<file path="config.mk">
export PLATFORM = sky130hd
export DESIGN_NAME = alu_op_sequencer_flat
export DESIGN_NICKNAME = d
export VERILOG_FILES = /design/src/rtl/alu_pkg.sv /design/src/rtl/alu_op_sequencer_if.sv /design/src/rtl/alu_op_sequencer.sv /design/src/flat_wrapper.sv
export SDC_FILE = /design/constraint.sdc
export NUM_CORES = 1
export LEC_CHECK = 0
export ABC_CLOCK_PERIOD_IN_PS = 2550
export BUFFER_PORTS_ARGS = -buffer_cell sky130_fd_sc_hd__buf_2
export CAP_MARGIN = 10
export CORE_MARGIN = 2
export CORE_UTILIZATION = 50
export DETAILED_ROUTE_END_ITERATION = 10
export MAX_ROUTING_LAYER = met4
export PLACE_DENSITY_LB_ADDON = 0.25
export SETUP_SLACK_MARGIN = 0.4
export SLEW_MARGIN = 15
export SYNTH_ARGS = -nofsm -noshare
export SYNTH_HDL_FRONTEND = slang
export SYNTH_SLANG_ARGS = --single-unit
</file>
<file path="constraint.sdc">
create_clock -name clock -period 2.55 [get_ports clock]
set_input_delay 0.255 -clock clock [delete_from_list [all_inputs] [get_ports clock]]
set_output_delay 0.255 -clock clock [all_outputs]
set_load 0.005 [all_outputs]
</file>
<file path="src/rtl/alu_pkg.sv">
`default_nettype none
// ============================================================================
// alu_pkg : opcode map, sequencer state encoding and opcode classifiers
// Rev 1.0 : initial release
// ============================================================================
package alu_pkg;

  localparam int OPW_DEF = 5;
  typedef logic [OPW_DEF-1:0] opcode_t;

  // Opcode map shared with the ALU so both ends use one definition.
  localparam opcode_t OP_ADD  = 5'b00011;
  localparam opcode_t OP_SUB  = 5'b00100;
  localparam opcode_t OP_AND  = 5'b00101;
  localparam opcode_t OP_OR   = 5'b00110;
  localparam opcode_t OP_SHR  = 5'b00111;
  localparam opcode_t OP_SHRA = 5'b01000;
  localparam opcode_t OP_SHL  = 5'b01001;
  localparam opcode_t OP_ROR  = 5'b01010;
  localparam opcode_t OP_ROL  = 5'b01011;
  localparam opcode_t OP_MUL  = 5'b01111;
  localparam opcode_t OP_DIV  = 5'b10000;
  localparam opcode_t OP_NEG  = 5'b10001;
  localparam opcode_t OP_NOT  = 5'b10010;

  typedef enum logic [2:0] {
    IDLE    = 3'd0,
    EXEC    = 3'd1,
    CAPTURE = 3'd2,
    WB_LO   = 3'd3,
    WB_HI   = 3'd4,
    DONE    = 3'd5
  } state_t;

  // Wide ops produce a 64-bit result written back as LO then HI.
  function automatic logic is_wide(opcode_t op);
    return (op == OP_MUL) || (op == OP_DIV);
  endfunction

  function automatic logic is_supported(opcode_t op);
    case (op)
      OP_ADD, OP_SUB, OP_AND, OP_OR, OP_SHR, OP_SHRA, OP_SHL,
      OP_ROR, OP_ROL, OP_MUL, OP_DIV, OP_NEG, OP_NOT: return 1'b1;
      default:                                        return 1'b0;
    endcase
  endfunction

endpackage
`default_nettype wire

</file>
<file path="src/rtl/alu_op_sequencer_if.sv">
`default_nettype none
// ============================================================================
// alu_op_sequencer_if : request, ALU operand/result and write-back bundle
// Rev 1.0 : initial release
// ============================================================================
interface alu_op_sequencer_if #(
  parameter int OPW = 5
);

  logic            start;
  logic [OPW-1:0]  opcode;
  logic [31:0]     ra_val;
  logic [31:0]     rb_val;
  logic [63:0]     alu_result;
  logic [31:0]     y_out;
  logic [31:0]     b_out;
  logic [OPW-1:0]  alu_control;
  logic            inc_pc;
  logic            busy;
  logic [31:0]     wb_data;
  logic            wr_rz;
  logic            wr_lo;
  logic            wr_hi;
  logic            done;
  logic            bad_op;

  // master: the sequencer itself
  modport master (
    input  start, opcode, ra_val, rb_val, alu_result,
    output y_out, b_out, alu_control, inc_pc, busy, wb_data,
           wr_rz, wr_lo, wr_hi, done, bad_op
  );

  // slave: control unit / ALU side
  modport slave (
    output start, opcode, ra_val, rb_val, alu_result,
    input  y_out, b_out, alu_control, inc_pc, busy, wb_data,
           wr_rz, wr_lo, wr_hi, done, bad_op
  );

endinterface
`default_nettype wire

</file>
<file path="src/rtl/alu_op_sequencer.sv">
`default_nettype none
// ============================================================================
// alu_op_sequencer : drives one ALU op, captures Z, sequences Rz/LO/HI write-back
// Rev 1.0 : initial release
// ============================================================================
module alu_op_sequencer
  import alu_pkg::*;
#(
  parameter int EXEC_WAIT = 1,
  parameter int OPW       = 5
) (
  input  logic clock,
  input  logic clear,
  alu_op_sequencer_if.master bus
);

  localparam int CW = (EXEC_WAIT > 0) ? $clog2(EXEC_WAIT + 1) : 1;

  state_t          r_state;
  state_t          w_next;
  logic [OPW-1:0]  r_op;
  logic [OPW-1:0]  r_alu_ctrl;
  logic [31:0]     r_y;
  logic [31:0]     r_b;
  logic [63:0]     r_z;
  logic [31:0]     r_wb_hold;
  logic [CW-1:0]   r_wait;
  logic            r_bad;

  logic [31:0]     w_wb_data;
  logic            w_wr_rz;
  logic            w_wr_lo;
  logic            w_wr_hi;
  logic            w_done;

  always_ff @(posedge clock) begin
    if (clear) r_state <= IDLE;
    else       r_state <= w_next;
  end

  always_comb begin
    w_next    = r_state;
    w_wb_data = r_wb_hold;
    w_wr_rz   = 1'b0;
    w_wr_lo   = 1'b0;
    w_wr_hi   = 1'b0;
    w_done    = 1'b0;
    case (r_state)
      IDLE: begin
        if (bus.start) w_next = is_supported(bus.opcode) ? EXEC : DONE;
      end
      EXEC: begin
        if (r_wait == '0) w_next = CAPTURE;
      end
      CAPTURE: w_next = WB_LO;
      WB_LO: begin
        w_wb_data = r_z[31:0];
        if (is_wide(r_op)) begin
          w_wr_lo = 1'b1;
          w_next  = WB_HI;
        end else begin
          w_wr_rz = 1'b1;
          w_next  = DONE;
        end
      end
      WB_HI: begin
        w_wb_data = r_z[63:32];
        w_wr_hi   = 1'b1;
        w_next    = DONE;
      end
      DONE: begin
        w_done = 1'b1;
        w_next = IDLE;
      end
      default: w_next = IDLE;
    endcase
  end

  always_ff @(posedge clock) begin
    if (clear) begin
      r_op       <= '0;
      r_alu_ctrl <= '0;
      r_y        <= '0;
      r_b        <= '0;
      r_z        <= '0;
      r_wb_hold  <= '0;
      r_wait     <= '0;
      r_bad      <= 1'b0;
    end else begin
      r_wb_hold <= w_wb_data;
      case (r_state)
        IDLE: begin
          if (bus.start) begin
            if (is_supported(bus.opcode)) begin
              r_op       <= bus.opcode;
              r_alu_ctrl <= bus.opcode;
              r_y        <= bus.ra_val;
              r_b        <= bus.rb_val;
              r_wait     <= is_wide(bus.opcode) ? CW'(EXEC_WAIT) : '0;
              r_bad      <= 1'b0;
            end else begin
              r_bad      <= 1'b1;
            end
          end
        end
        EXEC: begin
          if (r_wait != '0) r_wait <= r_wait - 1'b1;
        end
        CAPTURE: begin
          // Control stays on the ALU through the capture edge, then drops.
          r_z        <= bus.alu_result;
          r_alu_ctrl <= '0;
        end
        default: ;
      endcase
    end
  end

  assign bus.y_out       = r_y;
  assign bus.b_out       = r_b;
  assign bus.alu_control = r_alu_ctrl;
  assign bus.inc_pc      = 1'b0;
  assign bus.busy        = (r_state != IDLE);
  assign bus.wb_data     = w_wb_data;
  assign bus.wr_rz       = w_wr_rz;
  assign bus.wr_lo       = w_wr_lo;
  assign bus.wr_hi       = w_wr_hi;
  assign bus.done        = w_done;
  assign bus.bad_op      = w_done & r_bad;

endmodule
`default_nettype wire
</file>
<file path="src/flat_wrapper.sv">
// flat-port wrapper written by rule: the top's interface ports become plain ports
module alu_op_sequencer_flat import alu_pkg::*;
#(
  parameter int EXEC_WAIT = 1,
  parameter int OPW       = 5
)
  (clock, clear, bus_start, bus_opcode, bus_ra_val, bus_rb_val, bus_alu_result, bus_y_out, bus_b_out, bus_alu_control, bus_inc_pc, bus_busy, bus_wb_data, bus_wr_rz, bus_wr_lo, bus_wr_hi, bus_done, bus_bad_op);
  alu_op_sequencer_if #(.OPW(OPW)) bus_i ();
  input  logic clock;
  input  logic clear;
  input wire logic [$bits(bus_i.start)-1:0] bus_start;
  input wire logic [$bits(bus_i.opcode)-1:0] bus_opcode;
  input wire logic [$bits(bus_i.ra_val)-1:0] bus_ra_val;
  input wire logic [$bits(bus_i.rb_val)-1:0] bus_rb_val;
  input wire logic [$bits(bus_i.alu_result)-1:0] bus_alu_result;
  output wire logic [$bits(bus_i.y_out)-1:0] bus_y_out;
  output wire logic [$bits(bus_i.b_out)-1:0] bus_b_out;
  output wire logic [$bits(bus_i.alu_control)-1:0] bus_alu_control;
  output wire logic [$bits(bus_i.inc_pc)-1:0] bus_inc_pc;
  output wire logic [$bits(bus_i.busy)-1:0] bus_busy;
  output wire logic [$bits(bus_i.wb_data)-1:0] bus_wb_data;
  output wire logic [$bits(bus_i.wr_rz)-1:0] bus_wr_rz;
  output wire logic [$bits(bus_i.wr_lo)-1:0] bus_wr_lo;
  output wire logic [$bits(bus_i.wr_hi)-1:0] bus_wr_hi;
  output wire logic [$bits(bus_i.done)-1:0] bus_done;
  output wire logic [$bits(bus_i.bad_op)-1:0] bus_bad_op;
  assign bus_i.start = bus_start;
  assign bus_i.opcode = bus_opcode;
  assign bus_i.ra_val = bus_ra_val;
  assign bus_i.rb_val = bus_rb_val;
  assign bus_i.alu_result = bus_alu_result;
  assign bus_y_out = bus_i.y_out;
  assign bus_b_out = bus_i.b_out;
  assign bus_alu_control = bus_i.alu_control;
  assign bus_inc_pc = bus_i.inc_pc;
  assign bus_busy = bus_i.busy;
  assign bus_wb_data = bus_i.wb_data;
  assign bus_wr_rz = bus_i.wr_rz;
  assign bus_wr_lo = bus_i.wr_lo;
  assign bus_wr_hi = bus_i.wr_hi;
  assign bus_done = bus_i.done;
  assign bus_bad_op = bus_i.bad_op;
  alu_op_sequencer #(.EXEC_WAIT(EXEC_WAIT), .OPW(OPW)) u_core (.clock(clock), .clear(clear), .bus(bus_i));
endmodule
</file>
---- Word level (Yosys, flattened, before mapping) ----
Memory sizes are Yosys's and may differ from the RTL's.
Cells that the tools add are included.
operators by class
  equal/unequal tests ..................... 12
  reduce and logical (&&, ||, !) cells .... 11
  bitwise logic cells ..................... 1
  multiplexer cells ....................... 26
  $add $sub $neg .......................... 1
operator list
  cell                                                   count
  one-hot mux 32 bit (2 select lines)                    1
  2-to-1 mux 1 bit                                       17
  one-hot mux 3 bit (5 select lines)                     1
  == test 5 x 4 -> 1 bit, second input constant          2
  == test 5 bit, second input constant                   2
  2-to-1 mux 5 bit                                       2
  one-hot mux 5 bit (2 select lines)                     1
  2-to-1 mux 3 bit                                       3
  AND reduction 3 bit                                    3
  == test 3 x 2 -> 1 bit, second input constant          2
  == test 3 bit, second input constant                   2
  inequality test 2 bit, second input constant           2
  AND reduction 2 bit                                    2
  nonzero test 2 bit                                     2
  == test 3 x 1 -> 1 bit, second input constant          1
  logical NOT 3 bit                                      1
  nonzero test 3 bit                                     1
  logical OR 1 bit                                       2
  inequality test 2 x 1 -> 1 bit, second input constant  1
  one-hot mux 1 bit (2 select lines)                     1
  AND 1 bit                                              1
  subtractor 1 bit, second input constant                1
storage, ports and cells
  word-level logic and storage cells ...... 62
  memories kept ........................... 2
  input bits .............................. 136
  register bits after elaboration ......... 175
  bits in read-only memories .............. 64
memory list
  name             words  width  read ports  clocked after memory_dff  wr ports  RTL line       text
  (no name shown)  32     1      1           0                         0         alu_pkg.sv:41  case (op)
  (no name shown)  32     1      1           0                         0         alu_pkg.sv:41

---- Longest topological paths before layout ----
Gate-level depths: netlist of run 1.
An unclocked memory read counts as a cell.
  depth after elaboration ................. 7
  depth in mapped cells ................... 7
  mapped depth without buffers ............ 4

---- Worst setup path before layout of run 1 ----
OpenSTA, ideal clock, no wires.
  path type ............................... register to register
  from .................................... reg u_core.r_state[2]
  to ...................................... reg u_core.r_b[21] (netlist: u_core.bus.b_out[21])
  data arrival time ....................... 1.805 ns
  library setup time ...................... 0.072 ns
  path buffers ............................ 3
  path slack .............................. 0.673 ns
  period minus slack after synthesis ...... 1.877 ns
  cell stages (with the launch flop) ...... 8
  path through ............................ dfxtp_1 -> or4b_4 -> or2_1 -> o21ai_1 -> buf_4 -> buf_6 -> buf_8 -> mux2i_1
on the way
  cells in the longest elaborated chain, start to end .. 2
ends and longest elaborated chain
  item                           RTL line                text
  start, declared                alu_op_sequencer.sv:19  state_t r_state;
  start signal, assigned         alu_op_sequencer.sv:38  else r_state <= w_next;
  logical NOT 3 bit              alu_op_sequencer.sv:91  case (r_state)
  AND reduction 3 bit (no line)  -
  end signal, assigned           alu_op_sequencer.sv:98  r_b <= bus.rb_val;
  end, declared                  alu_op_sequencer.sv:24  logic [31:0] r_b;
Every way passes these cells.
A chain may end at the register's enable or synchronous reset.

---- Final worst setup path of run 1 ----
  from .................................... reg u_core.r_state[0]
  to ...................................... out bus_wb_data[28]
on the way
  cells in the longest elaborated chain, start to end .. 2
ends and longest elaborated chain
  item                                                     RTL line                text
  == test 3 bit or == test 3 x 2 -> 1 bit (tied branches)  alu_op_sequencer.sv:48  case (r_state)
  one-hot mux 32 bit (2 select lines) *                    alu_op_sequencer.sv:48
  end, declared                                            flat_wrapper.sv:21      output wire logic [$bits(bus_i.wb_data)-1:0] bus_wb_data;
Every way passes the cells marked *; elsewhere a longest branch is shown, timed or not.

==> flow_results.xml, run 1 <==
<?xml version="1.0" encoding="UTF-8"?>
<metrics>
  <group name="route">
    <metric name="viasPerCell" unit="">5.22</metric>
    <metric name="met3_wirelength" unit="um">1730</metric>
    <metric name="detailedRoute.firstPassIterationCount" unit="">4</metric>
    <metric name="drt.antenna.violating_nets" unit="">0</metric>
    <metric name="detail_route.wirelength.met1" unit="um">9240</metric>
    <metric name="avgRoutedWirePerCell" unit="um">15.2</metric>
    <metric name="drt_drc_violations_left" unit="">0</metric>
    <metric name="drt_first_iter_violations" unit="">468</metric>
    <metric name="met2_length" unit="um">10200</metric>
    <metric name="vias" unit="">7401</metric>
    <metric name="drt_wl_total" unit="um">21600</metric>
    <metric name="top_layer" unit="">met4</metric>
  </group>
  <group name="worst_hold_path">
    <metric name="min_delay_path_depth" unit="">3</metric>
    <metric name="timing.hold.worst_endpoint" unit="">u_core.r_z[33]</metric>
    <metric name="holdCritPathClass" unit="">in -&gt; reg</metric>
    <metric name="worst_hold_start" unit="">bus_alu_result[33]</metric>
  </group>
  <group name="power_and_ir_drop">
    <metric name="power.static_leakage" unit="nW">4.33</metric>
    <metric name="vdd_ir_drop_max" unit="mV">0.501</metric>
    <metric name="power_per_cell_area" unit="nW/um^2">850</metric>
  </group>
  <group name="sta">
    <metric name="finalClockSkew" unit="ps">9.70</metric>
    <metric name="final_hold_viol_count" unit="">0</metric>
    <metric name="final.hold.worst_slack" unit="ps">53.3</metric>
    <metric name="tns" unit="ps">0</metric>
    <metric name="min_period" unit="ps">2090</metric>
    <metric name="setup_viol_count_final" unit="">0</metric>
    <metric name="rsz_0062_raised_after_global_routing" unit="">false</metric>
    <metric name="achievable-frequency" unit="MHz">479</metric>
    <metric name="layout_setup_ws" unit="ps">461</metric>
    <metric name="fin_crit_sh" unit="%">81.9</metric>
    <metric name="drv_slew" unit="">0</metric>
    <metric name="timing_worst_slew_pin_value" unit="ps">534</metric>
    <metric name="max-slew-margin-rel" unit="%">64.1</metric>
  </group>
  <group name="clock_tree">
    <metric name="cts_tree" unit="">built</metric>
    <metric name="clockRootBuffer" unit="">clkbuf_16</metric>
    <metric name="cts_buffers" unit="">17</metric>
    <metric name="clock_insertion_delay_worst_skew" unit="ps">430</metric>
    <metric name="cts.sink_count" unit="">175</metric>
    <metric name="clkSlewWorstSetupHoldPaths" unit="ps">70</metric>
    <metric name="clock_tree.htree_level_count" unit="">4</metric>
    <metric name="cts_buffer_depth" unit="">2</metric>
  </group>
  <group name="critical_path">
    <metric name="critPathRequiredTime" unit="ps">2300</metric>
    <metric name="worstRegToRegCells" unit="">6</metric>
    <metric name="critical_path_class" unit="">reg -&gt; out</metric>
    <metric name="worst-r2r-setup-slack" unit="ps">490</metric>
    <metric name="critical_path.max_fanout" unit="">28</metric>
    <metric name="worst_r2r_endpoint" unit="">u_core.bus.y_out[11]</metric>
    <metric name="worstPathArrival" unit="ps">1830</metric>
    <metric name="end_kind" unit="">output pin</metric>
    <metric name="reg2reg_from" unit="">u_core.r_state[2]</metric>
    <metric name="critical_path.startpoint_type" unit="">register</metric>
  </group>
  <group name="finish">
    <metric name="drive_gt1_share" unit="%">25.6</metric>
    <metric name="layout_common_cells" unit="">278 x nand2_1, 242 x buf_2, 172 x dfxtp_1, 77 x mux2i_1, 68 x a21oi_1</metric>
    <metric name="regArea" unit="um^2">3510</metric>
    <metric name="multi_input_comb_area" unit="um^2">4060</metric>
    <metric name="areaGrowthSynthToFinish" unit="%">27.6</metric>
    <metric name="nets" unit="">1316</metric>
    <metric name="filler_cells" unit="">1426</metric>
    <metric name="final_common_cell" unit="">nand2_1</metric>
  </group>
  <group name="place">
    <metric name="dp_worst_setup_slack" unit="ps">411</metric>
    <metric name="gp_routability_congestion" unit="">0.830</metric>
    <metric name="placement.io_buffers" unit="">242</metric>
    <metric name="detailedPlacementHpwl" unit="um">13200</metric>
  </group>
  <group name="die">
    <metric name="die_height" unit="um">130</metric>
    <metric name="io-pin-count" unit="">244</metric>
    <metric name="row_count" unit="">46</metric>
    <metric name="die-width" unit="um">130</metric>
    <metric name="die_area" unit="um^2">16900</metric>
    <metric name="initial_core_util" unit="%">50.5</metric>
    <metric name="design.core.area" unit="um^2">15700</metric>
  </group>
  <group name="synthesis">
    <metric name="synth_warnings" unit="">0</metric>
    <metric name="yosysSeqAreaShare" unit="%">44.2</metric>
    <metric name="ys_seq_elements" unit="">175</metric>
    <metric name="yosysUniqueCellTypes" unit="">36</metric>
    <metric name="synth_fp_nets" unit="">1120</metric>
    <metric name="syn_area" unit="um^2">7930</metric>
    <metric name="postSynthCellCount" unit="">984</metric>
    <metric name="synthesis.area_per_instance" unit="um^2">8.06</metric>
  </group>
  <group name="global_route">
    <metric name="grt_first_pass_wirelength" unit="um">32600</metric>
    <metric name="grt_use_total" unit="%">25.1</metric>
    <metric name="grt_start_max_net_pins" unit="">140</metric>
    <metric name="grt_total_ovfl" unit="">0</metric>
    <metric name="grt_antenna_before_repair" unit="">7</metric>
    <metric name="grt_pass1_vias" unit="">6503</metric>
  </group>
  <group name="job">
    <metric name="maxCapViolCount" unit="">0</metric>
  </group>
  <group name="outcome">
    <metric name="outcome" unit="">complete, no violations</metric>
  </group>
</metrics>
==> routing by layer <==
metal / global-route usage, % / vias to the layer above
met2: 40.0 / 271
li1: - / 3719
met1: 30.7 / 3388
met4: 8.10 / 0
met5: - / -
met3: 7.59 / 23
==> power breakdown <==
group	switching (W)	internal (W)	total (W)
clock network	0.00117	0.00166	0.00283
logic	0.00127	0.00121	0.00248
registers	0.000221	0.00307	0.00329
total	0.00266	0.00594	0.00860
==> cells in the mapped netlist <==
library cell / number / area, um^2
o311a_1: 32 / 320
nor3_1: 33 / 165
nor2b_1: 65 / 407
a21oi_1: 68 / 340
o21ai_0: 65 / 325
nor3b_1: 33 / 248
a211o_1: 2 / 17.5
o41ai_1: 1 / 8.76
or2_1: 1 / 6.26
mux2i_1: 77 / 771
buf_2: 1 / 5.00
dfxtp_1: 175 / 3500
o31ai_1: 1 / 7.51
buf_8: 1 / 15.0
or4b_4: 1 / 13.8
clkbuf_1: 77 / 289
conb_1: 1 / 3.75
nand3_1: 2 / 10.0
buf_6: 1 / 11.3
o21ai_1: 1 / 5.00
a221oi_1: 2 / 17.5
buf_4: 7 / 52.6
o21bai_1: 1 / 7.51
and2_1: 34 / 213
nand2_1: 278 / 1040
nand3b_1: 2 / 15.0
or4b_2: 1 / 10.0
buf_1: 1 / 3.75
inv_1: 2 / 7.51
o21a_1: 1 / 7.51
o311ai_0: 1 / 8.76
inv_2: 1 / 3.75
o22ai_1: 1 / 6.26
or2_2: 1 / 6.26
nand2b_1: 3 / 18.8
nor2_1: 10 / 37.5
==> sequential cells by signal, indices dropped and copies added (netlist names) <==
signal                  flops
u_core.bus.y_out           32
u_core.r_z                 64
u_core.r_wb_hold           32
u_core.r_op                 5
u_core.r_bad                1
u_core.bus.b_out           32
u_core.r_wait               1
u_core.r_state              3
u_core.bus.alu_control      5
==> critical path, stage by stage (launching register included) <==
cell	delay [ps]
dfxtp_4	380
buf_12	160
and2_1	190
buf_6	170
o311a_1	360
buf_2	150
==> worst max-delay path by stage <==
stage                      startpoint                   end  slack [ps]  cells after the start
floorplan           u_core.r_state[2]  u_core.bus.b_out[21]         670                      7
global placement    u_core.r_state[2]  u_core.bus.y_out[23]         460                      5
detailed placement  u_core.r_state[2]   u_core.bus.b_out[5]         410                      5
CTS                 u_core.r_state[2]       bus_wb_data[28]         410                      5
global route        u_core.r_state[1]             bus_wr_lo         400                      6
finish              u_core.r_state[0]       bus_wb_data[28]         460                      5
==> kinds of logic (layout without fill, tap and decap cells) <==
group           after synthesis  count (layout)  synth area share (%)
other cells                   1               9                0.0473
compound gates              176             176                  13.5
buf+inv                      91             300                  4.89
mux                          77              77                  9.72
simple gates                464             464                  27.7
flops                       175             175                  44.2
==> cell type report <==
type | count | share of cell area, %
multi-input combinational | 718 | 40.1
sequential | 175 | 34.7
timing repair buffer | 265 | 15.9
clock buffer | 18 | 4.24
tap | 216 | 2.67
clock inverter | 14 | 2.02
antenna | 8 | 0.198
inverter | 3 | 0.136
==> repair_timing <==
item,4_1_cts,5_1_grt
pin swaps,0,1
gates resized for setup,7,6
endpoints found under the setup margin,35,83
setup buffers,0,2
gates cloned,1,3
hold buffers,0,0
==> metrics by stage <==
| step | instances | utilization [%] | total power (W) | instance area, um^2 |
|---|---|---|---|---|
| global route | 1416 | 64.4 | 0.00907 | 10100 |
| CTS | 1404 | 63.5 | 0.00854 | 9970 |
| detailed placement | 1371 | 59.0 | 0.00566 | 9280 |
| floorplan | 984 | - | 0.00485 | 7930 |
| global placement | 1371 | 59.0 | 0.00562 | 9280 |
| finish | 1417 | 64.4 | 0.00860 | 10100 |
No activity file was read; power rests on OpenSTA's default activity.
==> run 2, diff against run 1 <==
--- a/config.mk
+++ b/config.mk
@@ -5,7 +5,7 @@
 export SDC_FILE = /design/constraint.sdc
 export NUM_CORES = 1
 export LEC_CHECK = 0
-export ABC_CLOCK_PERIOD_IN_PS = 2550
+export ABC_CLOCK_PERIOD_IN_PS = 2000
 export BUFFER_PORTS_ARGS = -buffer_cell sky130_fd_sc_hd__buf_2
 export CAP_MARGIN = 10
 export CORE_MARGIN = 2
==> constraint.sdc (replaced) <==
create_clock -name clock -period 2 [get_ports clock]
set_input_delay 0.2 -clock clock [delete_from_list [all_inputs] [get_ports clock]]
set_output_delay 0.2 -clock clock [all_outputs]
set_load 0.005 [all_outputs]
==> flow_results.xml, run 2 (synthesis results as in run 1) <==
<?xml version="1.0" encoding="UTF-8"?>
<metrics>
  <group name="die">
    <metric name="die_area" unit="um^2">16900</metric>
    <metric name="row_count" unit="">46</metric>
    <metric name="die-width" unit="um">130</metric>
    <metric name="initial_core_util" unit="%">50.5</metric>
    <metric name="io-pin-count" unit="">244</metric>
    <metric name="design.core.area" unit="um^2">15700</metric>
    <metric name="die_height" unit="um">130</metric>
  </group>
  <group name="job">
    <metric name="maxCapViolCount" unit="">0</metric>
  </group>
  <group name="sta">
    <metric name="achievable-frequency" unit="MHz">479</metric>
    <metric name="rsz_0062_raised_after_global_routing" unit="">true</metric>
    <metric name="layout_setup_ws" unit="ps">-87.3</metric>
    <metric name="min_period" unit="ps">2090</metric>
    <metric name="final_hold_viol_count" unit="">0</metric>
    <metric name="max-slew-margin-rel" unit="%">63.3</metric>
    <metric name="fin_crit_sh" unit="%">104</metric>
    <metric name="final.hold.worst_slack" unit="ps">10.1</metric>
    <metric name="finalClockSkew" unit="ps">8.25</metric>
    <metric name="timing_worst_slew_pin_value" unit="ps">535</metric>
    <metric name="drv_slew" unit="">0</metric>
    <metric name="setup_viol_count_final" unit="">80</metric>
  </group>
  <group name="power_and_ir_drop">
    <metric name="vdd_ir_drop_max" unit="mV">0.646</metric>
    <metric name="power.static_leakage" unit="nW">4.85</metric>
    <metric name="power_per_cell_area" unit="nW/um^2">1030</metric>
  </group>
  <group name="route">
    <metric name="drt_drc_violations_left" unit="">0</metric>
    <metric name="drt.antenna.violating_nets" unit="">0</metric>
    <metric name="viasPerCell" unit="">5.36</metric>
    <metric name="avgRoutedWirePerCell" unit="um">17.5</metric>
    <metric name="drt_first_iter_violations" unit="">527</metric>
    <metric name="drt_wl_total" unit="um">25900</metric>
    <metric name="vias" unit="">7937</metric>
    <metric name="detailedRoute.firstPassIterationCount" unit="">5</metric>
  </group>
  <group name="global_route">
    <metric name="grt_use_total" unit="%">27.6</metric>
    <metric name="grt_antenna_before_repair" unit="">4</metric>
    <metric name="grt_pass1_vias" unit="">7105</metric>
    <metric name="grt_start_max_net_pins" unit="">140</metric>
    <metric name="grt_first_pass_wirelength" unit="um">35500</metric>
    <metric name="grt_total_ovfl" unit="">0</metric>
  </group>
  <group name="finish">
    <metric name="fin_area" unit="um^2">11400</metric>
    <metric name="filler_cells" unit="">1203</metric>
    <metric name="finish.cell_count_without_fillers" unit="">1481</metric>
    <metric name="largest_register_ff_count" unit="">64</metric>
    <metric name="final_common_cell" unit="">nand2_1</metric>
    <metric name="nets" unit="">1383</metric>
    <metric name="final_core_utilization" unit="%">72.6</metric>
    <metric name="drive_gt1_share" unit="%">31.0</metric>
    <metric name="registers.top_by_ff_count" unit="">u_core.r_z</metric>
    <metric name="areaGrowthSynthToFinish" unit="%">43.7</metric>
    <metric name="layout_common_cells" unit="">278 x nand2_1, 231 x buf_2, 172 x dfxtp_1, 74 x mux2i_1, 68 x a21oi_1</metric>
  </group>
  <group name="place">
    <metric name="place_area" unit="um^2">9300</metric>
    <metric name="gp_routability_congestion" unit="">0.754</metric>
    <metric name="placement.io_buffers" unit="">242</metric>
    <metric name="detailedPlacementHpwl" unit="um">13700</metric>
    <metric name="place.detailed.instances" unit="">1377</metric>
  </group>
  <group name="clock_tree">
    <metric name="clock_insertion_delay_worst_skew" unit="ps">430</metric>
    <metric name="cts_buffer_depth" unit="">2</metric>
    <metric name="cts_buffers" unit="">17</metric>
    <metric name="cts.sink_count" unit="">175</metric>
    <metric name="clockRootBuffer" unit="">clkbuf_16</metric>
    <metric name="clkSlewWorstSetupHoldPaths" unit="ps">70</metric>
    <metric name="cts_tree" unit="">built</metric>
    <metric name="clock_tree.htree_level_count" unit="">4</metric>
  </group>
  <group name="critical_path">
    <metric name="critical_path_class" unit="">reg -&gt; out</metric>
    <metric name="path_cells" unit="">buf_4 &gt; buf_12 &gt; and2_4 &gt; clkbuf_16 &gt; o311a_4 &gt; buf_6</metric>
    <metric name="timing.critical_path.slowest_cell_delay" unit="ps">350</metric>
    <metric name="critical_path.startpoint_type" unit="">register</metric>
    <metric name="cp_slowest_cell" unit="">dfxtp_4</metric>
    <metric name="end_kind" unit="">output pin</metric>
    <metric name="critical_path.max_fanout" unit="">6</metric>
    <metric name="critPathRequiredTime" unit="ps">1800</metric>
    <metric name="worstPathArrival" unit="ps">1890</metric>
  </group>
  <group name="outcome">
    <metric name="violations" unit="">setup timing</metric>
    <metric name="outcome" unit="">finished with violations</metric>
  </group>
  <group name="worst_hold_path">
    <metric name="holdCritPathClass" unit="">in -&gt; reg</metric>
  </group>
</metrics>
[run 2: cell count changes in the layout (fill, tap and decap cells not counted), moves of 14 or more]
cell | previous run | this run
o21ai_0 | 65 | 29
o21ai_1 | 0 | 36
dlygate4sd3_1 | 0 | 24
buf_4 | 6 | 22
buf_6 | 2 | 16
[run 2: power breakdown]
group | switching (W) | total [W] | internal [W]
Combinational | 0.00203 | 0.00432 | 0.00229
Sequential | 0.000301 | 0.00422 | 0.00392
Clock | 0.00158 | 0.00324 | 0.00166
Total | 0.00391 | 0.0118 | 0.00787
[run 2: worst paths after layout]
| check | start | to | slack, ps | cells past startpoint |
|---|---|---|---|---|
| min reg2reg | u_core.bus.b_out[18] | u_core.bus.b_out[18] | 460 | 2 |
| min | bus_ra_val[7] | u_core.bus.y_out[7] | 10 | 3 |
| max reg2reg | u_core.r_state[1] | u_core.bus.y_out[26] | -70 | 6 |
| max | u_core.r_state[1] | bus_wb_data[27] | -90 | 6 |
[run 2: worst max-delay path, delay by kind of cell (launching register included)]
family                 cells  cell delay, ps
buffers and inverters      4             570
DFF                        1             350
and+or+nand+nor            1             200
AOI/OAI and AO/OA          1             330
[run 2: layer usage]
layer / global-route usage (%) / part of all wire [%] / up-vias
met4: 7.97 / 2.4 / 0
met1: 31.8 / 41 / 3730
li1: - / - / 3855
met2: 48.7 / 50 / 313
met5: - / 0 / -
met3: 5.66 / 6.7 / 39
[run 2: area by class of cell]
class	instances	area (um^2)	area share, %
Multi-Input combinational cell	718	4330	38.0
Sequential cell	175	3510	30.8
Timing Repair Buffer	332	2680	23.5
Clock buffer	17	425	3.73
Tap cell	216	270	2.37
Clock inverter	15	146	1.28
Inverter	3	17.5	0.154
Antenna cell	5	12.5	0.110
[run 2: stage by stage]
stage | total power [W] | setup TNS [ps] | setup slack (ps)
3_3_place_gp | 0.00717 | 0 | 33.2
6_report | 0.0118 | -3720 | -87.3
4_1_cts | 0.0110 | -1070 | -46.5
5_1_grt | 0.0123 | -7460 | -127
3_5_place_dp | 0.00723 | -35.3 | -14.0
2_1_floorplan | 0.00620 | 0 | 141
[run 2: repair_timing]
item / in CTS / in global routing
cloned: 11 / 12
setup endpoints to repair: 197 / 180
endpoints found under the hold margin: 23 / 1
pin swaps: 6 / 9
resized for setup: 67 / 67
buffers inserted: 7 / 13
hold buffers: 23 / 1
==> run 3, diff against run 2 <==
--- a/config.mk
+++ b/config.mk
@@ -9,7 +9,7 @@
 export BUFFER_PORTS_ARGS = -buffer_cell sky130_fd_sc_hd__buf_2
 export CAP_MARGIN = 10
 export CORE_MARGIN = 2
-export CORE_UTILIZATION = 50
+export CORE_UTILIZATION = 45
 export DETAILED_ROUTE_END_ITERATION = 10
 export MAX_ROUTING_LAYER = met4
 export PLACE_DENSITY_LB_ADDON = 0.25
==> flow_results.xml, run 3 (synthesis results as in run 1) <==
<?xml version="1.0" encoding="UTF-8"?>
<metrics>
  <group name="critical_path">
    <metric name="critical_path_class" unit="">reg -&gt; out</metric>
    <metric name="critical_path.startpoint_type" unit="">register</metric>
    <metric name="reg2reg_from" unit="">u_core.r_state[0]</metric>
    <metric name="critPathRequiredTime" unit="ps">1800</metric>
    <metric name="worst-r2r-setup-slack" unit="ps">0</metric>
    <metric name="end_kind" unit="">output pin</metric>
    <metric name="critical_path.max_fanout" unit="">13</metric>
    <metric name="worstPathArrival" unit="ps">1840</metric>
    <metric name="worstRegToRegCells" unit="">7</metric>
    <metric name="worst_r2r_endpoint" unit="">u_core.bus.y_out[5]</metric>
    <metric name="worst_setup_path_startpoint" unit="">u_core.r_state[0]</metric>
  </group>
  <group name="sta">
    <metric name="layout_setup_ws" unit="ps">-37.6</metric>
    <metric name="achievable-frequency" unit="MHz">491</metric>
    <metric name="finalClockSkew" unit="ps">6.79</metric>
    <metric name="min_period" unit="ps">2040</metric>
    <metric name="setup_viol_count_final" unit="">10</metric>
    <metric name="timing_worst_slew_pin_value" unit="ps">594</metric>
    <metric name="final_hold_viol_count" unit="">0</metric>
    <metric name="drv_slew" unit="">0</metric>
    <metric name="rsz_0062_raised_after_global_routing" unit="">true</metric>
    <metric name="tns" unit="ps">-176</metric>
    <metric name="fin_crit_sh" unit="%">102</metric>
    <metric name="max-slew-margin-rel" unit="%">60.1</metric>
  </group>
  <group name="place">
    <metric name="dp_worst_setup_slack" unit="ps">0.973</metric>
    <metric name="place.detailed.instances" unit="">1391</metric>
    <metric name="place_area" unit="um^2">9430</metric>
    <metric name="detailedPlacementHpwl" unit="um">13700</metric>
    <metric name="placement.io_buffers" unit="">242</metric>
    <metric name="gp_routability_congestion" unit="">0.764</metric>
  </group>
  <group name="worst_hold_path">
    <metric name="timing.hold.worst_endpoint" unit="">u_core.r_z[46]</metric>
    <metric name="holdCritPathClass" unit="">in -&gt; reg</metric>
    <metric name="min_delay_path_depth" unit="">3</metric>
    <metric name="worst_hold_start" unit="">bus_alu_result[46]</metric>
  </group>
  <group name="route">
    <metric name="vias" unit="">7955</metric>
    <metric name="viasPerCell" unit="">5.34</metric>
    <metric name="drt_first_iter_violations" unit="">504</metric>
    <metric name="avgRoutedWirePerCell" unit="um">17.6</metric>
    <metric name="detailedRoute.firstPassIterationCount" unit="">5</metric>
    <metric name="drt_drc_violations_left" unit="">0</metric>
    <metric name="drt_wl_total" unit="um">26200</metric>
    <metric name="drt.antenna.violating_nets" unit="">0</metric>
  </group>
  <group name="power_and_ir_drop">
    <metric name="power.static_leakage" unit="nW">5.07</metric>
    <metric name="total_switching_power" unit="W">0.00413</metric>
    <metric name="switching_share" unit="%">33.2</metric>
    <metric name="clkPwrFrac" unit="%">27.7</metric>
    <metric name="share_comb_of_total_power" unit="%">37.8</metric>
    <metric name="power_per_cell_area" unit="nW/um^2">1030</metric>
    <metric name="vdd_ir_drop_max" unit="mV">0.645</metric>
    <metric name="internal_power" unit="W">0.00830</metric>
    <metric name="sequentialPowerShare" unit="%">34.5</metric>
  </group>
  <group name="clock_tree">
    <metric name="clkSlewWorstSetupHoldPaths" unit="ps">70</metric>
    <metric name="cts_buffers" unit="">17</metric>
    <metric name="cts.sink_count" unit="">175</metric>
    <metric name="cts_buffer_depth" unit="">2</metric>
    <metric name="clock_insertion_delay_worst_skew" unit="ps">420</metric>
    <metric name="cts_tree" unit="">built</metric>
    <metric name="clockRootBuffer" unit="">clkbuf_16</metric>
    <metric name="clock_tree.htree_level_count" unit="">4</metric>
  </group>
  <group name="global_route">
    <metric name="grt_total_ovfl" unit="">0</metric>
    <metric name="grt_pass1_vias" unit="">7254</metric>
    <metric name="grt_start_max_net_pins" unit="">87</metric>
    <metric name="grt_first_pass_wirelength" unit="um">37600</metric>
    <metric name="grt_use_total" unit="%">26.7</metric>
    <metric name="grt_antenna_before_repair" unit="">7</metric>
  </group>
  <group name="die">
    <metric name="die_height" unit="um">137</metric>
    <metric name="die-width" unit="um">137</metric>
    <metric name="initial_core_util" unit="%">46.0</metric>
    <metric name="row_count" unit="">48</metric>
    <metric name="io-pin-count" unit="">244</metric>
    <metric name="design.core.area" unit="um^2">17200</metric>
    <metric name="die_area" unit="um^2">18700</metric>
  </group>
  <group name="finish">
    <metric name="nets" unit="">1381</metric>
    <metric name="largest_register_ff_count" unit="">64</metric>
    <metric name="final_common_cell" unit="">buf_2</metric>
    <metric name="layout_common_cells" unit="">232 x buf_2, 214 x nand2_1, 172 x dfxtp_1, 77 x mux2i_1, 65 x nor2b_1</metric>
    <metric name="drive_gt1_share" unit="%">40.7</metric>
    <metric name="registers.top_by_ff_count" unit="">u_core.r_z</metric>
    <metric name="finish.cell_count_without_fillers" unit="">1490</metric>
    <metric name="areaGrowthSynthToFinish" unit="%">52.5</metric>
    <metric name="filler_cells" unit="">1317</metric>
    <metric name="final_core_utilization" unit="%">70.2</metric>
    <metric name="fin_area" unit="um^2">12100</metric>
  </group>
  <group name="outcome">
    <metric name="violations" unit="">setup timing</metric>
    <metric name="outcome" unit="">finished with violations</metric>
  </group>
  <group name="job">
    <metric name="maxCapViolCount" unit="">0</metric>
  </group>
</metrics>
## run 3: how the worst max path moves through the flow
stage / to / slack (ps)
floorplan: u_core.bus.b_out[21] / 140
global placement: u_core.bus.y_out[9] / 40
detailed placement: u_core.bus.y_out[8] / 1
CTS: bus_wb_data[25] / 6
global route: bus_wb_data[13] / -80
finish: bus_wb_data[18] / -40
## run 3: layout make-up
class	count	area [um^2]	share of cell area [%]
timing repair buffer	330	2730	22.5
inverter	3	17.5	0.145
clock inverter	14	170	1.41
sequential	175	3510	29.1
antenna	7	17.5	0.145
clock buffer	18	429	3.55
tap	225	282	2.33
multi-input combinational	718	4940	40.8
## run 3: critical path: stages (launching register included)
cell     delay (ps)
dfxtp_4         410
buf_12          150
buf_16          150
nor3_1          260
o21ai_1         160
o311a_4         160
buf_6           120
## run 3: power groups by stage
stage	Combinational (W)	Sequential, W	Clock, W
3_3_place_gp	0.00304	0.00423	0
4_1_cts	0.00402	0.00420	0.00348
2_1_floorplan	0.00200	0.00421	0
6_report	0.00470	0.00429	0.00344
3_5_place_dp	0.00308	0.00424	0
5_1_grt	0.00502	0.00433	0.00363
## run 3: layer usage
layer	routed length, um	GRT usage [%]	vias up
li1	-	-	3868
met1	11100	33.0	3757
met2	12800	43.7	283
met3	1740	5.70	47
met4	567	8.51	0
met5	0	-	-
## run 3: timing repair
item | 4_1_cts | 5_1_grt
resized for setup | 68 | 234
pin swaps | 6 | 45
setup endpoints to repair | 208 | 178
buffers inserted | 16 | 9
hold buffers | 13 | 0
endpoints found under the hold margin | 13 | 0
gates cloned | 17 | 5
## run 3: through the flow
| step | total power [W] | hold WS, ps |
|---|---|---|
| floorplan | 0.00620 | 336 |
| global placement | 0.00727 | 440 |
| detailed placement | 0.00732 | 444 |
| CTS | 0.0117 | 0.109 |
| global route | 0.0130 | 1.98 |
| finish | 0.0124 | 9.50 |
